===== src/rtl/usr_seq_ctrl_pkg.sv =====
// Shared definitions for the universal-shift-register sequencer: FSM states,
// arbiter grant encoding, shift-register mode codes and frame width.
package usr_seq_ctrl_pkg;

    typedef enum logic [1:0] {
        ST_IDLE     = 2'd0,
        ST_TX_SHIFT = 2'd1,
        ST_RX_SHIFT = 2'd2,
        ST_RX_DONE  = 2'd3
    } state_e;

    typedef enum logic {
        GRANT_TX = 1'b0,
        GRANT_RX = 1'b1
    } grant_e;

    localparam int FRAME_W = 4;

    localparam logic [1:0] USR_HOLD = 2'b00;
    localparam logic [1:0] USR_SHR  = 2'b01;
    localparam logic [1:0] USR_SHL  = 2'b10;
    localparam logic [1:0] USR_LOAD = 2'b11;

    localparam logic [1:0] LAST_BIT = 2'(FRAME_W - 1);

endpackage


===== src/rtl/usr_seq_ctrl.sv =====
// Sequencer driving an external 4-bit universal shift register as either a
// TX serializer or an RX deserializer, with round-robin arbitration in IDLE.
module usr_seq_ctrl
    import usr_seq_ctrl_pkg::*;
#(
    parameter logic FILL = 1'b0
) (
    input  logic               clk,
    input  logic               clear_n,
    input  logic               tx_valid,
    output logic               tx_ready,
    input  logic [FRAME_W-1:0] tx_data,
    input  logic               tx_dir,
    output logic               ser_out,
    output logic               ser_out_valid,
    input  logic               rx_req,
    input  logic               rx_dir,
    output logic               rx_ack,
    input  logic               ser_in,
    output logic               rx_valid,
    input  logic               rx_ready,
    output logic [FRAME_W-1:0] rx_data,
    output logic               busy,
    output logic [1:0]         usr_s,
    output logic [FRAME_W-1:0] usr_i,
    output logic               usr_msb_in,
    output logic               usr_lsb_in,
    input  logic [FRAME_W-1:0] usr_a
);

    state_e     state_q, state_d;
    logic [1:0] bit_cnt_q, bit_cnt_d;
    logic       dir_q, dir_d;
    grant_e     last_grant_q, last_grant_d;

    logic tx_win;
    logic rx_win;

    // On a tie the side that was not served last wins.
    assign tx_win = tx_valid && (!rx_req || (last_grant_q == GRANT_RX));
    assign rx_win = rx_req && (!tx_valid || (last_grant_q == GRANT_TX));

    assign rx_data = usr_a;
    assign busy    = (state_q != ST_IDLE);

    always_ff @(posedge clk) begin
        if (!clear_n) begin
            state_q      <= ST_IDLE;
            bit_cnt_q    <= 2'd0;
            dir_q        <= 1'b0;
            last_grant_q <= GRANT_RX;
        end else begin
            state_q      <= state_d;
            bit_cnt_q    <= bit_cnt_d;
            dir_q        <= dir_d;
            last_grant_q <= last_grant_d;
        end
    end

    always_comb begin
        state_d       = state_q;
        bit_cnt_d     = bit_cnt_q;
        dir_d         = dir_q;
        last_grant_d  = last_grant_q;
        tx_ready      = 1'b0;
        rx_ack        = 1'b0;
        ser_out       = 1'b0;
        ser_out_valid = 1'b0;
        rx_valid      = 1'b0;
        usr_s         = USR_HOLD;
        usr_i         = '0;
        usr_msb_in    = 1'b0;
        usr_lsb_in    = 1'b0;

        case (state_q)
            ST_IDLE: begin
                if (tx_win) begin
                    tx_ready     = 1'b1;
                    usr_s        = USR_LOAD;
                    usr_i        = tx_data;
                    state_d      = ST_TX_SHIFT;
                    bit_cnt_d    = 2'd0;
                    dir_d        = tx_dir;
                    last_grant_d = GRANT_TX;
                end else if (rx_win) begin
                    rx_ack       = 1'b1;
                    state_d      = ST_RX_SHIFT;
                    bit_cnt_d    = 2'd0;
                    dir_d        = rx_dir;
                    last_grant_d = GRANT_RX;
                end
            end

            ST_TX_SHIFT: begin
                ser_out_valid = 1'b1;
                ser_out       = dir_q ? usr_a[FRAME_W-1] : usr_a[0];
                if (dir_q) begin
                    usr_s      = USR_SHL;
                    usr_lsb_in = FILL;
                end else begin
                    usr_s      = USR_SHR;
                    usr_msb_in = FILL;
                end
                bit_cnt_d = bit_cnt_q + 2'd1;
                // A pending RX request blocks the gapless reload so it gets its turn.
                if (bit_cnt_q == LAST_BIT) begin
                    if (tx_valid && !rx_req) begin
                        tx_ready     = 1'b1;
                        usr_s        = USR_LOAD;
                        usr_i        = tx_data;
                        bit_cnt_d    = 2'd0;
                        dir_d        = tx_dir;
                        last_grant_d = GRANT_TX;
                    end else begin
                        state_d = ST_IDLE;
                    end
                end
            end

            ST_RX_SHIFT: begin
                if (dir_q) begin
                    usr_s      = USR_SHL;
                    usr_lsb_in = ser_in;
                end else begin
                    usr_s      = USR_SHR;
                    usr_msb_in = ser_in;
                end
                bit_cnt_d = bit_cnt_q + 2'd1;
                if (bit_cnt_q == LAST_BIT) begin
                    state_d = ST_RX_DONE;
                end
            end

            ST_RX_DONE: begin
                rx_valid = 1'b1;
                if (rx_ready) begin
                    state_d = ST_IDLE;
                end
            end

            default: begin
                state_d = ST_IDLE;
            end
        endcase

        // Reset loads zero into the shift register on the same edge.
        if (!clear_n) begin
            tx_ready      = 1'b0;
            rx_ack        = 1'b0;
            ser_out       = 1'b0;
            ser_out_valid = 1'b0;
            rx_valid      = 1'b0;
            usr_s         = USR_LOAD;
            usr_i         = '0;
        end
    end

endmodule


===== config.mk =====
export PLATFORM = sky130hd
export DESIGN_NAME = usr_seq_ctrl
export DESIGN_NICKNAME = d
export VERILOG_FILES = /design/src/rtl/usr_seq_ctrl_pkg.sv /design/src/rtl/usr_seq_ctrl.sv
export SDC_FILE = /design/constraint.sdc
export NUM_CORES = 1
export LEC_CHECK = 0
export ABC_AREA = 1
export BUFFER_PORTS_ARGS = -buffer_cell sky130_fd_sc_hd__buf_2
export CAP_MARGIN = 10
export CORE_MARGIN = 3
export CORE_UTILIZATION = 40
export CTS_BUF_LIST = sky130_fd_sc_hd__clkbuf_8 sky130_fd_sc_hd__clkbuf_16
export DETAILED_ROUTE_END_ITERATION = 6
export GPL_TIMING_DRIVEN = 1
export PLACE_DENSITY = 0.72
export SYNTH_ARGS = -nofsm -noshare
export SYNTH_HDL_FRONTEND = slang
export SYNTH_SLANG_ARGS = --single-unit

===== constraint.sdc =====
create_clock -name clk -period 2.2 [get_ports clk]
set_clock_uncertainty 0.1 [all_clocks]
set_input_delay 0.33 -clock clk [delete_from_list [all_inputs] [get_ports clk]]
set_output_delay 0.33 -clock clk [all_outputs]
set_load 0.01 [all_outputs]

# Yosys cells after proc, flatten, opt, wreduce, memory -nomap -nowiden

Index checks and enable logic that the tools add are counted.

Word-level logic and storage cells: 83
Register bits: 6

$add $sub $neg: 1
Eq/ne operators: 10
Reductions and logical operators: 14
Bitwise operators: 1
Mux-type cells: 53

Operators with widths:

| operator              | number |
|---|---|
| $mux W2               | 15 |
| $mux W1               | 27 |
| $mux W4               | 4 |
| $pmux W2 S3           | 2 |
| $ne A2 B2 Y1 const B  | 5 |
| $pmux W2 S4           | 1 |
| $pmux W4 S2           | 1 |
| $eq A2 B2 Y1 const B  | 3 |
| $pmux W1 S2           | 3 |
| $reduce_and A5 Y1     | 1 |
| $reduce_and A4 Y1     | 1 |
| $reduce_bool A2 Y1    | 2 |
| $logic_and A1 B1 Y1   | 3 |
| $ne A3 B3 Y1 const B  | 1 |
| $reduce_bool A3 Y1    | 1 |
| $add A2 B1 Y2 const B | 1 |
| $eq A2 B1 Y1 const B  | 1 |
| $logic_not A1 Y1      | 2 |
| $logic_not A2 Y1      | 1 |
| $logic_or A1 B1 Y1    | 2 |
| $reduce_and A2 Y1     | 1 |
| $not A1 Y1            | 1 |

# Longest topological paths before layout

Depth after elaboration: 7
Gate-level depth with buffers: 9
Mapped depth without buffers: 9

# Worst setup path after synthesis

No wires, ideal clock.

Path kind: register to output
Start point: register state_q[1]
End point: output port usr_i[0]
Arrival time: 1.228 ns
Cell stages (with the launch flop): 9
Path slack: 0.542 ns
Path through: dfxtp_1 > inv_1 > ha_1 > nand3_1 > inv_1 > nand2_1 > nand2_2 > nand2_2 > nor2_1

Longest elaborated chain between the ends: 3
Elaborated cells on any way between the ends: 4

Ends and longest elaborated chain:

| item                                             | line                | text |
|---|---|---|
| start: declaration                               | usr_seq_ctrl.sv:31  | `state_e state_q, state_d;` |
| start signal: assignment                         | usr_seq_ctrl.sv:53  | `state_q <= state_d;` |
| $eq A2 B1 Y1 or $logic_not A2 Y1 (tied branches) | usr_seq_ctrl.sv:75  | `case (state_q)` |
| $pmux W4 S2 (*)                                  | usr_seq_ctrl.sv:75  |  |
| $mux W4 (*)                                      | usr_seq_ctrl.sv:147 | `if (!clear_n) begin` |
| end: declaration                                 | usr_seq_ctrl.sv:25  | `output logic [FRAME_W-1:0] usr_i,` |

Every way passes the cells marked *; elsewhere a longest branch is shown, timed or not.

# Worst setup path after layout

Start point: register state_q[0]
End point: output port usr_s[1]

Longest elaborated chain between the ends: 3
Elaborated cells on any way between the ends: 5

Ends and longest elaborated chain:

| item                                 | line                | text |
|---|---|---|
| $eq A2 B2 Y1 (tied with other cells) | usr_seq_ctrl.sv:75  |  |
| $pmux W2 S3 (*)                      | usr_seq_ctrl.sv:75  |  |
| $mux W2 (*)                          | usr_seq_ctrl.sv:147 |  |
| end: declaration                     | usr_seq_ctrl.sv:24  | `output logic [1:0] usr_s,` |

Marked as above.

==> results.ini <==
[timing]
hold_viol = 0
rsz0062_at_grt = true
fin_ws_ps = 147
relSlewSlack_pct = 84.5
setup_viol = 0
finalCriticalPeriod_ps = 2050
drv_slew = 0
worst_slew_pin_slew_ps = 231
fin_crit_sh_pct = 93.3
clock.fmax_ghz = 0.487

[pwr]
sw_frac_of_total_pct = 48.9
powerDensity_mw_per_mm2 = 1230
power_leakage_nw = 0.528
clkPwrFrac_pct = 16.1
power_frac_seq_pct = 18.7
irDropWorstVdd_uv = 777
power_frac_comb_pct = 65.2
p_sw_uw = 498
p_int_uw = 521

[run_status]
status = finished clean

[hold_path]
hold_depth = 2
holdCritStartpoint = clear_n
worstHoldPathType = primary input to register
hold_end = last_grant_q

[place]
gp_congestion = 0.806
dp.final_hpwl_mm = 1.26
dp.cells = 154
dp_slack_ps = 357
portBuffers = 29

[setup_path]
r2r_slack_ps = 690
critPathRequiredTime_ps = 1770
critical_path_class = register to primary output
r2r.worst_path.cells = 6
cp-start-kind = register
r2r-start = state_q[0]
r2r_end = state_q[0]
critPathMaxFanout = 4
endpoint_kind = primary output
arrival_ps = 1620

[route]
drt-pass1-iter-count = 4
routedWlPerCell_um = 9.45
num_vias = 748
ant_nets = 0
drtIter0Drc = 8
routed_wl_mm = 1.48
vias_per_cell = 4.76
drcViolationCount = 0

[clock_network]
clk_root_buffer_cell = clkbuf_8
cts_sinks = 6
cts_hold_buf = 0
numCtsBuffers = 3
clk_latency_ps = 220
cts.clk_slew.worst_paths_ps = 40
clk_path_buf_depth = 2
cts_tree = done
cts-htree-levels = 1

[final_layout]
mostFrequentLayoutCells = buf_2, nand2_1, inv_1, nor2_1, nand3_1
regArea_um2 = 120
fin_cells = 157
antennaDiodeCount = 0
final_common_cell = buf_2
final_net_count = 166
multi_input_area_um2 = 408
syn_to_final_growth_pct = 24.9
nFillCells = 171
drive_gt1_share_pct = 29.1

[global_route]
grt_pass1_wl_mm = 2.27
grt_pass1_vias = 601
track_usage_pct = 14.9
antenna_found_initial = 0
grt_overflow = 0
grt_start_max_net_pins = 12

[die]
ios = 34
fp.coreArea_mm2 = 0.00154
row_count = 14
die_area_mm2 = 0.00218
start_util_pct = 43.0
die_w_um = 46.7
die_h_um = 46.7

[yosys]
synth_area_leader_cell = dfxtp_1
ys_seq_area_share_pct = 18.1
syn_nets = 137
ys_types = 17
synthCells = 114
netlist_area_um2 = 663
syn_area_per_cell_um2 = 5.82
yosys_warnings = 0
yosysTopAreaCellShare_pct = 18.1
ys_ff_latch = 6
ys_top_cells_by_area = dfxtp_1, nand2_1, inv_1, ha_1, nor2_1

[job]
maxCapViolations = 0

## sequential cells by signal, summed over array words and instances (netlist names)
name,flops
state_q,2
last_grant_q,1
bit_cnt_q,2
dir_q,1
## worst max-delay path, cell delays in order, from the launching register on
cell and delay, ps:
dfxtp_1 390, inv_1 120, ha_1 250, nor2_1 230
nor2_1 60, o21ai_0 160, nand2_1 60, buf_2 140
## layer usage
metal / global-route usage [%] / part of all wire, % / wire, µm / vias to the layer above
li1: - / - / - / 391
met1: 17.1 / 42 / 628 / 328
met2: 24.5 / 47 / 693 / 24
met3: 2.34 / 7.7 / 114 / 5
met4: 11.6 / 3.1 / 46 / 0
met5: 0 / 0 / 0 / -
## final cells by class
cell class	count	area share [%]
well taps	16	2.42
repair buffers	29	17.5
multi-input cells	78	49.2
inverters	25	11.3
clock buffers	3	4.98
flip-flops and latches	6	14.5
## cell families after synthesis
logic type               synth area share [%]
AND/OR/NAND/NOR                          40.8
AO/OA/AOI/OAI                            7.17
adder cells (fa/ha/maj)                  13.2
flip-flops                               18.1
buffers and inverters                    20.8
## stage by stage
step                util (%)  total power, mW  cell area [µm²]  hold slack (ps)  TNS [ps]
floorplan                  -            0.692              663              329         0
global placement        50.9            0.845              785              342         0
detailed placement      50.9            0.855              785              352         0
CTS                     53.6             1.03              826              309         0
global route            53.7             1.15              828              333     -64.4
finish                  53.7             1.02              828              309         0
## how the worst max path moves through the flow
| stage | end | start |
|---|---|---|
| global placement | usr_s[0] | state_q[0] |
| global route | usr_s[1] | state_q[0] |
| CTS | usr_i[0] | state_q[1] |
| floorplan | usr_i[0] | state_q[1] |
| finish | usr_s[1] | state_q[0] |
| detailed placement | usr_i[0] | state_q[1] |
## synth_stat cells (all sizes together)
master	n
ha	7
nand3b	1
nand2	30
clkbuf	1
nor2	21
buf	4
nand4	1
dfxtp	6
a21oi	3
o21ai	5
nor3	3
nand3	7
inv	25
## power groups by stage
stage | Clock, mW | Combinational, mW | Sequential [mW]
finish | 0.164 | 0.665 | 0.190
global route | 0.177 | 0.773 | 0.197
detailed placement | 0 | 0.663 | 0.192
floorplan | 0 | 0.509 | 0.183
global placement | 0 | 0.656 | 0.189
CTS | 0.172 | 0.664 | 0.191
## repair_timing
action / 4_1_cts / 5_1_grt
setup buffers: 0 / 0
resized for setup: 0 / 1
setup endpoints to repair: 0 / 6
No activity file was read; power rests on OpenSTA's default activity.
